**src/rtl/lcd_bus_monitor.sv**
```systemverilog
// Passive HD44780-style LCD bus monitor: decodes EN strobes into commands/data, mirrors a 2x16
// DDRAM shadow, and flags short EN pulses and writes issued during the execution window.
module lcd_bus_monitor #(
   parameter int MIN_EN_HIGH       = 10,
   parameter int CMD_BUSY_CYCLES   = 2000,
   parameter int CLEAR_BUSY_CYCLES = 82000
) (
   input  logic        clk,
   input  logic        reset,
   input  logic [7:0]  LCD_DATA,
   input  logic        LCD_RS,
   input  logic        LCD_RW,
   input  logic        LCD_EN,
   input  logic        err_clr,
   input  logic [4:0]  rd_addr,
   output logic [7:0]  rd_char,
   output logic [6:0]  cursor_addr,
   output logic        display_on,
   output logic        busy,
   output logic        cmd_valid,
   output logic [7:0]  cmd_byte,
   output logic        cmd_rs,
   output logic [15:0] write_count,
   output logic        err_timing,
   output logic        err_busy
);

   typedef enum logic [1:0] {S_IDLE, S_PULSE, S_EXEC} state_t;

   localparam int BW = (CLEAR_BUSY_CYCLES > CMD_BUSY_CYCLES) ? $clog2(CLEAR_BUSY_CYCLES + 1)
                                                             : $clog2(CMD_BUSY_CYCLES + 1);
   localparam int PW = $clog2(MIN_EN_HIGH + 1);
   localparam logic [BW-1:0] CMD_LOAD  = BW'(CMD_BUSY_CYCLES - 1);
   localparam logic [BW-1:0] CLR_LOAD  = BW'(CLEAR_BUSY_CYCLES - 1);
   localparam logic [PW-1:0] PULSE_MAX = PW'(MIN_EN_HIGH);

   // DDRAM address stepping: line 1 is 0x00-0x27, line 2 is 0x40-0x67, wrapping between them.
   function automatic logic [6:0] ac_step(input logic [6:0] ac, input logic up);
      if (up) begin
         if (ac == 7'h27) return 7'h40;
         if (ac == 7'h67) return 7'h00;
         return ac + 7'd1;
      end
      if (ac == 7'h00) return 7'h67;
      if (ac == 7'h40) return 7'h27;
      return ac - 7'd1;
   endfunction

   logic          en_q, en_qq, rs_q, rw_q, lat_rs_q, lat_rw_q;
   logic [7:0]    data_q, lat_data_q;
   state_t        state_q, state_d;
   logic [PW-1:0] pulse_q, pulse_d;
   logic [BW-1:0] busy_cnt_q, busy_cnt_d;
   logic [6:0]    ac_q, ac_d;
   logic          incr_q, incr_d, disp_q, disp_d, cgram_q, cgram_d;
   logic          cmd_valid_q, cmd_valid_d, cmd_rs_q, cmd_rs_d;
   logic [7:0]    cmd_byte_q, cmd_byte_d, rd_char_q;
   logic [15:0]   wcount_q, wcount_d;
   logic          err_timing_q, err_timing_d, err_busy_q, err_busy_d;
   logic          sweep_q, sweep_start;
   logic [4:0]    sweep_idx_q, wr_idx;
   logic          wr_en, long_busy, err_t_set, err_b_set, en_rise, en_fall;
   logic [7:0]    shadow_q [32];

   assign en_rise = en_q & ~en_qq;
   assign en_fall = ~en_q & en_qq;

   // The lat_* copies hold the bus as seen on the last EN-high cycle, ready at the fall.
   always_ff @(posedge clk or negedge reset) begin
      if (!reset) begin
         en_q       <= 1'b0;
         en_qq      <= 1'b0;
         data_q     <= 8'h00;
         rs_q       <= 1'b0;
         rw_q       <= 1'b0;
         lat_data_q <= 8'h00;
         lat_rs_q   <= 1'b0;
         lat_rw_q   <= 1'b0;
      end else begin
         // NOTE: non-blocking assignments so every register samples pre-edge values.
         en_q   <= LCD_EN;
         en_qq  <= en_q;
         data_q <= LCD_DATA;
         rs_q   <= LCD_RS;
         rw_q   <= LCD_RW;
         if (en_q) begin
            lat_data_q <= data_q;
            lat_rs_q   <= rs_q;
            lat_rw_q   <= rw_q;
         end
      end
   end

   always_comb begin
      // NOTE: every output of this block gets a default first, so no latch is inferred.
      state_d     = state_q;
      pulse_d     = pulse_q;
      busy_cnt_d  = busy_cnt_q;
      ac_d        = ac_q;
      incr_d      = incr_q;
      disp_d      = disp_q;
      cgram_d     = cgram_q;
      cmd_valid_d = 1'b0;
      cmd_byte_d  = cmd_byte_q;
      cmd_rs_d    = cmd_rs_q;
      wcount_d    = wcount_q;
      err_t_set   = 1'b0;
      err_b_set   = 1'b0;
      sweep_start = 1'b0;
      long_busy   = 1'b0;
      wr_en       = 1'b0;
      wr_idx      = 5'd0;

      case (state_q)
         S_IDLE: begin
            if (en_rise) begin
               state_d = S_PULSE;
               pulse_d = PW'(1);
            end
         end
         S_EXEC: begin
            if (en_rise) begin
               err_b_set = 1'b1;
               state_d   = S_PULSE;
               pulse_d   = PW'(1);
            end else if (busy_cnt_q == '0) begin
               state_d = S_IDLE;
            end else begin
               busy_cnt_d = busy_cnt_q - 1'b1;
            end
         end
         S_PULSE: begin
            if (en_fall && lat_rw_q) begin
               state_d = S_IDLE;
            end else if (en_fall) begin
               cmd_valid_d = 1'b1;
               cmd_byte_d  = lat_data_q;
               cmd_rs_d    = lat_rs_q;
               err_t_set   = (pulse_q < PULSE_MAX);
               if (lat_rs_q) begin
                  if (!cgram_q) begin
                     wr_en  = (ac_q[6:4] == 3'b000) || (ac_q[6:4] == 3'b100);
                     wr_idx = {ac_q[6], ac_q[3:0]};
                     ac_d   = ac_step(ac_q, incr_q);
                  end
                  wcount_d = wcount_q + 16'd1;
               end else begin
                  casez (lat_data_q)
                     8'b1???????: begin ac_d = lat_data_q[6:0]; cgram_d = 1'b0; end
                     8'b01??????: cgram_d = 1'b1;
                     8'b001?????: ;
                     8'b0001????: if (!lat_data_q[3]) ac_d = ac_step(ac_q, lat_data_q[2]);
                     8'b00001???: disp_d = lat_data_q[2];
                     8'b000001??: incr_d = lat_data_q[1];
                     8'b0000001?: begin ac_d = 7'h00; long_busy = 1'b1; end
                     8'b00000001: begin
                        ac_d        = 7'h00;
                        incr_d      = 1'b1;
                        long_busy   = 1'b1;
                        sweep_start = 1'b1;
                     end
                     default: ;
                  endcase
               end
               state_d    = S_EXEC;
               busy_cnt_d = long_busy ? CLR_LOAD : CMD_LOAD;
            end else if (en_q && (pulse_q < PULSE_MAX)) begin
               pulse_d = pulse_q + 1'b1;
            end
         end
         default: state_d = S_IDLE;
      endcase

      err_timing_d = err_t_set | (err_timing_q & ~err_clr);
      err_busy_d   = err_b_set | (err_busy_q & ~err_clr);
   end

   always_ff @(posedge clk or negedge reset) begin
      if (!reset) begin
         state_q      <= S_IDLE;
         pulse_q      <= '0;
         busy_cnt_q   <= '0;
         ac_q         <= 7'h00;
         incr_q       <= 1'b1;
         disp_q       <= 1'b0;
         cgram_q      <= 1'b0;
         cmd_valid_q  <= 1'b0;
         cmd_byte_q   <= 8'h00;
         cmd_rs_q     <= 1'b0;
         wcount_q     <= 16'h0000;
         err_timing_q <= 1'b0;
         err_busy_q   <= 1'b0;
         sweep_q      <= 1'b0;
         sweep_idx_q  <= 5'd0;
      end else begin
         state_q      <= state_d;
         pulse_q      <= pulse_d;
         busy_cnt_q   <= busy_cnt_d;
         ac_q         <= ac_d;
         incr_q       <= incr_d;
         disp_q       <= disp_d;
         cgram_q      <= cgram_d;
         cmd_valid_q  <= cmd_valid_d;
         cmd_byte_q   <= cmd_byte_d;
         cmd_rs_q     <= cmd_rs_d;
         wcount_q     <= wcount_d;
         err_timing_q <= err_timing_d;
         err_busy_q   <= err_busy_d;
         if (sweep_start) begin
            sweep_q     <= 1'b1;
            sweep_idx_q <= 5'd0;
         end else if (sweep_q) begin
            sweep_q     <= (sweep_idx_q != 5'd31);
            sweep_idx_q <= sweep_idx_q + 5'd1;
         end
      end
   end

   // A data write landing on the entry the sweep is clearing wins, since it is the newer value.
   always_ff @(posedge clk or negedge reset) begin
      if (!reset) begin
         // NOTE: the 32-entry shadow is reset as flops so the mirror starts as blank spaces.
         for (int i = 0; i < 32; i++) shadow_q[i] <= 8'h20;
         rd_char_q <= 8'h20;
      end else begin
         if (sweep_q) shadow_q[sweep_idx_q] <= 8'h20;
         if (wr_en) shadow_q[wr_idx] <= lat_data_q;
         rd_char_q <= shadow_q[rd_addr];
      end
   end

   assign rd_char     = rd_char_q;
   assign cursor_addr = ac_q;
   assign display_on  = disp_q;
   assign busy        = (state_q == S_EXEC);
   assign cmd_valid   = cmd_valid_q;
   assign cmd_byte    = cmd_byte_q;
   assign cmd_rs      = cmd_rs_q;
   assign write_count = wcount_q;
   assign err_timing  = err_timing_q;
   assign err_busy    = err_busy_q;

endmodule

```
**config.mk**
```make
export PLATFORM = sky130hd
export DESIGN_NAME = lcd_bus_monitor
export DESIGN_NICKNAME = d
export VERILOG_FILES = /design/src/rtl/lcd_bus_monitor.sv
export SDC_FILE = /design/constraint.sdc
export NUM_CORES = 1
export LEC_CHECK = 0
export CORE_MARGIN = 8
export CORE_UTILIZATION = 25
export CTS_BUF_LIST = sky130_fd_sc_hd__clkbuf_8
export DETAILED_ROUTE_END_ITERATION = 8
export GPL_TIMING_DRIVEN = 0
export PLACE_DENSITY = 0.44
export REMOVE_ABC_BUFFERS = 1
export SLEW_MARGIN = 5
export SYNTH_ARGS = -nofsm -noshare
export SYNTH_HDL_FRONTEND = slang
export SYNTH_SLANG_ARGS = --single-unit
export TNS_END_PERCENT = 1
```
**constraint.sdc**
```tcl
create_clock -name clk -period 2.8 [get_ports clk]
set_clock_uncertainty 0.2 [all_clocks]
set_input_delay 0.28 -clock clk [delete_from_list [all_inputs] [get_ports clk]]
set_output_delay 0.28 -clock clk [all_outputs]
set_load 0.01 [all_outputs]
```
==> summary by stage, run 1 <==
Placement
Summed over all nets, the half-perimeter wirelength after detailed placement is 34.9 mm. The setup slack after placement is -1.79 ns. In this run the tool buffered the top-level ports with 63 buffer cells. Once placement finished, the instance area stood at 18700 sq um. The weighted congestion reported at the end of routability-driven placement is 0.775.

Critical path
STA classifies the critical path startpoint as a flip-flop. The worst setup path is of the flip-flop to flip-flop kind. The largest fanout of any net on the critical path is 27. The endpoint class of the critical path is a flip-flop. The critical path starts at sweep_idx_q[4]$_DFFE_PN0P_. The number of cells on the worst reg-to-reg path is 4. In this run the critical register-to-register path is launched from sweep_idx_q[4]$_DFFE_PN0P_. STA puts the critical path data required time at 3.07 ns.

The arrival time reported for the critical path endpoint is 3.09 ns.

Drt
The detailed router placed 13100 vias in this run. The detailed-route wire length is 52.4 mm. The detailed-route DRC error count is 0.

The count of nets left with antenna violations once routing finished came out at 0. Using the TritonRoute via totals, the vias-per-cell ratio works out to 4.87. The starting DRC count in detailed routing is 1045. The post-detailed-route wirelength per cell is 19.5 microns.

The first-pass iteration count of the detailed router is 5.

Global route
Entering global routing, the biggest net connects 111 pins. The busiest layer in global routing is met2. The via count of the first global-routing pass is 13400.

The total overflow left after global routing is 0. In the global route stage, overall resource usage came out at 13.4%. In the global route stage, met1 resource usage came out at 18.0%. The number of antenna violations at the first check in global routing is 2. For this run, global-route usage on met3 was measured as 3.48%. The met2 track utilization from global routing is 21.3%. The first global-routing pass estimated 81.8 mm of wire.

STA
Of the available clock period, the critical path in the final layout requires 101%. The routed design could run at a clock period as short as 2.82 ns. The final worst slack is -0.0172 ns. The final hold violation count is 0. The number of slew-limit violations in the final report is 0.

Setup violations remaining at the end of the flow were counted as 5. In this run the tightest slew margin relative to its limit is 26.2%. The fmax is 0.355 GHz. In the final timing run, aggregate negative setup slack is -0.0465 ns. Setup repair after global routing could not meet its margin everywhere.

For the pin with the worst max-slew slack, the measured transition is 1.10 ns.

CTS
After clock tree synthesis, the clock-pin slew on the worst setup and hold paths is 0.06 ns. The number of H-tree levels is 3. At the later pin of the worst-skew pair, clock insertion delay measures 0.63 ns. The clock drives 353 sinks. The number of buffers on the longest clock path is 3.

The TritonCTS clock tree is yes. The TritonCTS buffer count is 68. The root buffer selected by CTS is sky130_fd_sc_hd__clkbuf_8.

Min path
In this run the most critical hold path is launched from data_q[1]$_DFF_PN0_. Counting instances, the worst hold path has a depth of 2. The class of the most critical hold timing path is flip-flop to flip-flop.

Yosys
Sequential elements use 51.5% of the synthesized area. The gate count of the mapped netlist is 1706. The post-synthesis area per instance is 10.1 sq um.

The post-synthesis async set-or-reset flop share is 100%. The cell area after synthesis is 17200 sq um. The post-synthesis sequential element count is 353. Yosys mapped a number of flops with a built-in enable equal to 0. The commonest register cell after synthesis is sky130_fd_sc_hd__dfrtp_1. The unique cell type count in the Yosys netlist is 69. The synthesis warning total is 0.

Finish
In the final layout, the share of cells above drive strength 1 is 17.4%. The number of inserted diodes is 0. The final cell utilization of the core is 29.8%. In the layout the commonest cells are sky130_fd_sc_hd__nand2_1, sky130_fd_sc_hd__dfrtp_1, sky130_fd_sc_hd__nand3_1, sky130_fd_sc_hd__o21ai_0, sky130_fd_sc_hd__clkbuf_8. The most frequent standard cell in the layout excluding fill and tap cells is sky130_fd_sc_hd__nand2_1. In the final design database the tool counted 1783 nets. The fill cell instance count of the final layout is 7155. The final non-filler cell area is 20400 sq um. The post-synthesis to final-layout area growth is 18.2%.

Power and ir drop
The static leakage is 9.02 nW. Summing internal, switching and leakage power gives 0.0134 W. VDD sags by at most 389 uV. Power spread over the standard cell area amounts to 659 nW/um^2.

Status
The run finished, with violations left. The final reports fail on negative setup slack.

Floorplanning
The cell row count is 96. The initial core utilization is 25.2%. In this run the count of I/O pins placed on the die edge is 64.

Measured along the y axis, the die boundary spans 279 microns. The die width is 279 microns. The die covers 77600 sq um.

After floorplanning, the core was sized to cover 68500 sq um.

Flow run
The number of max-cap violations is 0.
## timing repair
action | CTS | global route
hold endpoints to repair | 242 | 0
resized for setup | 15 | 22
pin swaps | 5 | 5
hold buffers | 15 | 0
setup buffers | 10 | 3
endpoints found under the setup margin | 317 | 182
## kinds of logic (layout without fill, tap and decap cells)
| kind of cell | after synthesis | after routing | synth area share [%] |
|---|---|---|---|
| AOI/OAI and AO/OA | 259 | 259 | 8.49 |
| muxes | 103 | 103 | 11.9 |
| buffers and inverters | 149 | 244 | 3.80 |
| DFF | 353 | 353 | 51.5 |
| adders and majority gates | 11 | 11 | 0.798 |
| and+or+nand+nor | 805 | 805 | 22.2 |
| xor gates and xnor gates | 26 | 26 | 1.32 |
## cell usage after synthesis (all sizes together) (2+ instances only)
cell type  instances  area share, %
a21oi             77            2.2
xnor2             21            1.1
o311ai             2           0.10
mux2i              4           0.23
mux2              19            1.2
buf               55            1.7
nand4b             2           0.10
clkbuf            72            1.6
dfrtp            319             46
ha                11           0.80
and2              35            1.3
nand2            358            7.8
nor4              12            1.2
mux4              80             10
a22oi              2          0.087
nand4              6           0.22
dfstp             34            5.2
o32ai              2           0.10
nor2              73            1.6
a21o               4           0.18
or2                4           0.15
or4                7           0.35
a2111oi            2           0.10
a221oi             3           0.15
and3               7           0.25
o31a               2           0.10
o211a              3           0.17
o211ai             2          0.087
o21ai            118            3.4
nor2b             15           0.54
and4               5           0.25
nand2b             7           0.25
nor3              16           0.52
o22a               4           0.20
o22ai              3           0.11
or3                3           0.11
nand3            247            7.2
a211oi             3           0.13
a31oi             23           0.83
inv               22           0.48
xor2               5           0.25
o41ai              2           0.10
## power breakdown
group	total [W]	switching [W]	leakage (nW)	internal, W
combinational	0.00236	0.00136	3.58	0.000999
sequential	0.00616	0.000589	4.67	0.00557
clock	0.00491	0.00226	0.769	0.00266
## sequential cells by signal, summed over array words and instances, names as in the netlist, 2 cells and up
signal,flops
cursor_addr,7
lat_data_q,8
state_q,2
pulse_q,4
busy_cnt_q,17
write_count,16
rd_char,8
cmd_byte,8
sweep_idx_q,5
data_q,8
shadow_q,256
## per-stage QoR
stage | instances | hold slack (ns)
final | 2683 | 0.276
after global routing | 2683 | 0.300
after CTS | 2680 | 0.280
after detailed placement | 2537 | 0.0125
after global placement | 2524 | 0.257
after floorplan | 1579 | -0.216
## layout make-up
type,instances,area (sq um),area share (%)
Clock inverter,35,143,0.700
Inverter,22,85.1,0.417
Sequential cell,353,8890,43.6
Multi-Input combinational cell,1204,7830,38.4
Timing Repair Buffer,104,1190,5.83
Clock buffer,83,1140,5.61
Tap cell,882,1100,5.41
## metal layers
layer,vias up,wire [microns]
met4,0,1010
met3,84,2770
met5,-,0
met2,301,24500
li1,6137,-
met1,6550,24100
## worst paths after layout
check	to	slack, ns
worst max-delay path	shadow_q[241]$_DFF_PN0_	-0.02
worst min-delay path	lat_data_q[1]$_DFFE_PN0P_	0.28
worst max register to register	shadow_q[241]$_DFF_PN0_	-0.02
worst min register to register	lat_data_q[1]$_DFFE_PN0P_	0.28
max in group asynchronous	shadow_q[73]$_DFF_PN0_	0.72
min in group asynchronous	write_count[13]$_DFFE_PN0P_	0.55
## worst max-delay path, stage by stage, from the launching register on
cell	delay [ns]
sky130_fd_sc_hd__dfrtp_1	0.79
sky130_fd_sc_hd__nor3_1	0.89
sky130_fd_sc_hd__nand2_1	0.48
sky130_fd_sc_hd__nand3_1	0.19
sky130_fd_sc_hd__o21ai_0	0.09
(Power assumes the default switching activity.)
==> run 2: changes to the inputs <==
==> constraint.sdc (replaced) <==
create_clock -name clk -period 2.6 [get_ports clk]
set_clock_uncertainty 0.2 [all_clocks]
set_input_delay 0.26 -clock clk [delete_from_list [all_inputs] [get_ports clk]]
set_output_delay 0.26 -clock clk [all_outputs]
set_load 0.01 [all_outputs]
==> summary by stage, run 2 (synthesis gave the netlist of run 1 again) <==
Status
The flow ran to the end, and the final reports show no timing, DRC or antenna violations.

Power and ir drop
The total power after layout was 0.0146 W (+8.6%). The static leakage is 9.12 nW (+1.1%). The power density over cell area was 709 nW/um^2 (+7.5%). The largest voltage drop on the vdd net is 419 uV (+7.6%).

STA
The clock period could shrink to 2.53 ns. The slew at the pin with the worst max-slew slack came to 1.09 ns (-0.0113 ns). Setup repair after global routing could not meet its margin everywhere. Dividing the final minimum period by the clock period gives 97.1%. The number of slew-limit violations in the final report is 0 (unchanged). The fmax is 0.396 GHz. The worst hold slack is 0.277 ns (+0.00106 ns). The setup TNS was 0 ns (+0.0465 ns). The final hold violation count was 0 (unchanged).

The remaining max-slew budget at the tightest pin is 26.9% (+0.76 points). The total setup violations reported at the end of the flow is 0 (-5).

Placement
The number of placed instances, taps included is 2537 (unchanged). The weighted congestion reported at the end of routability-driven placement is 0.775 (unchanged). The count of buffers from port buffering is 63 (unchanged). The detailed placement HPWL is 34.9 mm (unchanged).

Finish
The number of non-filler instances in the completed layout is 2692 (+0.34%). Leaving out fill and tap cells, the most frequent cell in the layout is sky130_fd_sc_hd__nand2_1. The area used by multi-input combinational logic is 7950 sq um (+1.6%). The number of inserted diodes was 0 (unchanged). The post-synthesis to final-layout area growth is 19.5%. The fraction of layout cells with a size suffix above 1 is 19.1% (+1.7 points). The register bank with the most flops is shadow_q. The fill cell instance count of the final layout is 7139 (-0.22%). The area taken by flip-flops and latches came to 8900 sq um (+0.13%). The number of flip-flops in the largest register was 256 (unchanged). In the layout the commonest cells are sky130_fd_sc_hd__nand2_1, sky130_fd_sc_hd__dfrtp_1, sky130_fd_sc_hd__nand3_1, sky130_fd_sc_hd__o21ai_0, sky130_fd_sc_hd__clkbuf_8.

The number of nets at the end of the flow was 1792 (+0.50%).

CTS
The root buffer selected by CTS is sky130_fd_sc_hd__clkbuf_8. The TritonCTS buffer count is 68 (unchanged). The number of H-tree levels came to 3 (unchanged). The insertion delay to the later sink of the worst-skew pair was 0.63 ns (about the same).

The clock slew at the register clock pins of the worst setup and hold paths is 0.05 ns (about the same). The number of sinks on the clock net came to 353 (unchanged). The number of buffers on the longest clock path is 3 (unchanged).

The TritonCTS clock tree is yes.

Min path
The path class of the tightest hold or removal check is flip-flop to flip-flop. The start point of the worst min-delay path is data_q[1]$_DFF_PN0_. The hold-critical path depth is 2 (unchanged). The destination of the worst hold path is lat_data_q[1]$_DFFE_PN0P_.

Floorplanning
The die span in y is 279 microns (unchanged). The cell row count is 96 (unchanged). The initial core utilization is 25.2% (unchanged).

The overall die area came to 77600 sq um (unchanged). The area of the placeable core is 68500 sq um (unchanged). The die width is 279 microns (unchanged). The count of pins on the block boundary is 64 (unchanged).

Critical path
The worst setup slack for register-to-register paths is 0.09 ns (+0.11 ns). The worst reg2reg path depth is 5 (+1). The largest fanout of any net on the critical path was 7 (-74%). The worst register-to-register path begins at sweep_idx_q[3]$_DFFE_PN0P_. The critical path required time is 2.14 ns (-0.93 ns).

The critical path in this run is classified as flip-flop to output pin. The endpoint class of the critical path is an output pin. In this run the worst setup path begins at state_q[0]$_DFFE_PN0P_. The reg-to-reg endpoint is shadow_q[180]$_DFF_PN0_. The startpoint type of the worst setup path is a flip-flop.

The arrival time reported for the critical path endpoint is 2.07 ns (-1.02 ns).

Global route
The met3 track demand over resource in global routing was 3.48% (unchanged). The busiest layer in global routing is met2. The met2 track utilization from global routing was 21.4% (+0.051 points). The met1 usage in global routing was 18.1% (+0.049 points). The global-route wire length before repair was 82.0 mm (+0.28%). The global route total overflow was 0 (unchanged). The maximum number of pins on one net before global-route repair was 111 (unchanged).

The number of antenna violations at the first check in global routing came to 2 (unchanged). The via count of the first global-routing pass is 13400 (+0.46%). The overall routing resource usage was 13.4% (+0.027 points).

Drt
The ratio of routed vias to standard cells is 4.88 (+0.14%). The detailed-route DRC error count came to 0 (unchanged). The detailed-route wire length came to 52.5 mm (+0.18%). The first-pass iteration count of the detailed router is 5 (unchanged). The starting DRC count in detailed routing is 995 (-4.8%). The post-detailed-route wirelength per cell is 19.5 microns (-0.16%). The via count was 13100 (+0.47%). The number of routed nets with antenna violations is 0 (unchanged).

Flow run
The number of max-cap violations is 0 (unchanged).
## run 2: cell count changes in the layout (fill, tap and decap cells not counted), sizes merged
| cell | previous run | this run |
|---|---|---|
| buf | 31 | 40 |
## run 2: where the power goes
part	total [W]	leakage [nW]	internal (W)	switching (W)
sequential	0.00667	4.67	0.00601	0.000657
combinational	0.00264	3.68	0.00112	0.00152
clock	0.00529	0.769	0.00286	0.00243
total	0.0146	9.12	0.00999	0.00460
## run 2: what timing repair did
| item | in CTS | in global routing |
|---|---|---|
| resized for setup | 34 | 41 |
| endpoints found under the setup margin | 318 | 186 |
| hold endpoints to repair | 242 | 0 |
| setup buffers | 20 | 2 |
| pin swaps | 10 | 2 |
| hold buffers | 15 | 0 |
## run 2: cell type report
class	count	area share [%]
flip-flops and latches	353	43.2
multi-input cells	1204	38.6
repair buffers	113	6.16
clock buffers	83	5.55
well taps	882	5.36
clock inverters	35	0.693
inverters	22	0.425
## run 2: through the flow
stage | worst slack (ns) | instance area, sq um | util, %
detailed placement | -1.99 | 18700 | 27.3
CTS | -0.145 | 20400 | 29.9
finish | 0.0747 | 20600 | 30.1
global route | -0.102 | 20600 | 30.1
floorplan | -0.822 | 16700 | -
global placement | -15.18 | 18400 | 26.9
## run 2: worst max-delay path by stage
stage	to	depth (start not counted)	slack [ns]
floorplan	cursor_addr[2]$_DFFE_PN0P_	6	-0.82
global placement	shadow_q[209]$_DFF_PN0_	1	-15.18
detailed placement	cursor_addr[2]$_DFFE_PN0P_	6	-1.99
CTS	shadow_q[52]$_DFF_PN0_	5	-0.14
global route	shadow_q[188]$_DFF_PN0_	6	-0.10
finish	busy	2	0.07
## run 2: per-layer routing
metal  vias to the layer above  wire [microns]  part of all wire (%)
met4                         0            1000                   1.9
met1                      6539           24000                    46
met3                        86            3000                   5.7
met5                         -               0                     0
li1                       6163               -                     -
met2                       346           24600                    47
## run 2: critical path, stage by stage (launching register included)
cell and delay (ns):
sky130_fd_sc_hd__dfrtp_1 0.47, sky130_fd_sc_hd__nor2b_1 0.34, sky130_fd_sc_hd__clkdlybuf4s50_1 0.62
==> run 3: changes to the inputs <==
--- a/config.mk
+++ b/config.mk
@@ -8,6 +8,7 @@
 export CORE_MARGIN = 8
 export CORE_UTILIZATION = 25
 export CTS_BUF_LIST = sky130_fd_sc_hd__clkbuf_8
+export CTS_CLUSTER_DIAMETER = 150
 export DETAILED_ROUTE_END_ITERATION = 8
 export GPL_TIMING_DRIVEN = 0
 export PLACE_DENSITY = 0.44
==> results of run 3 <==
The final DEF is identical to that of run 2; final timing and power are the same.
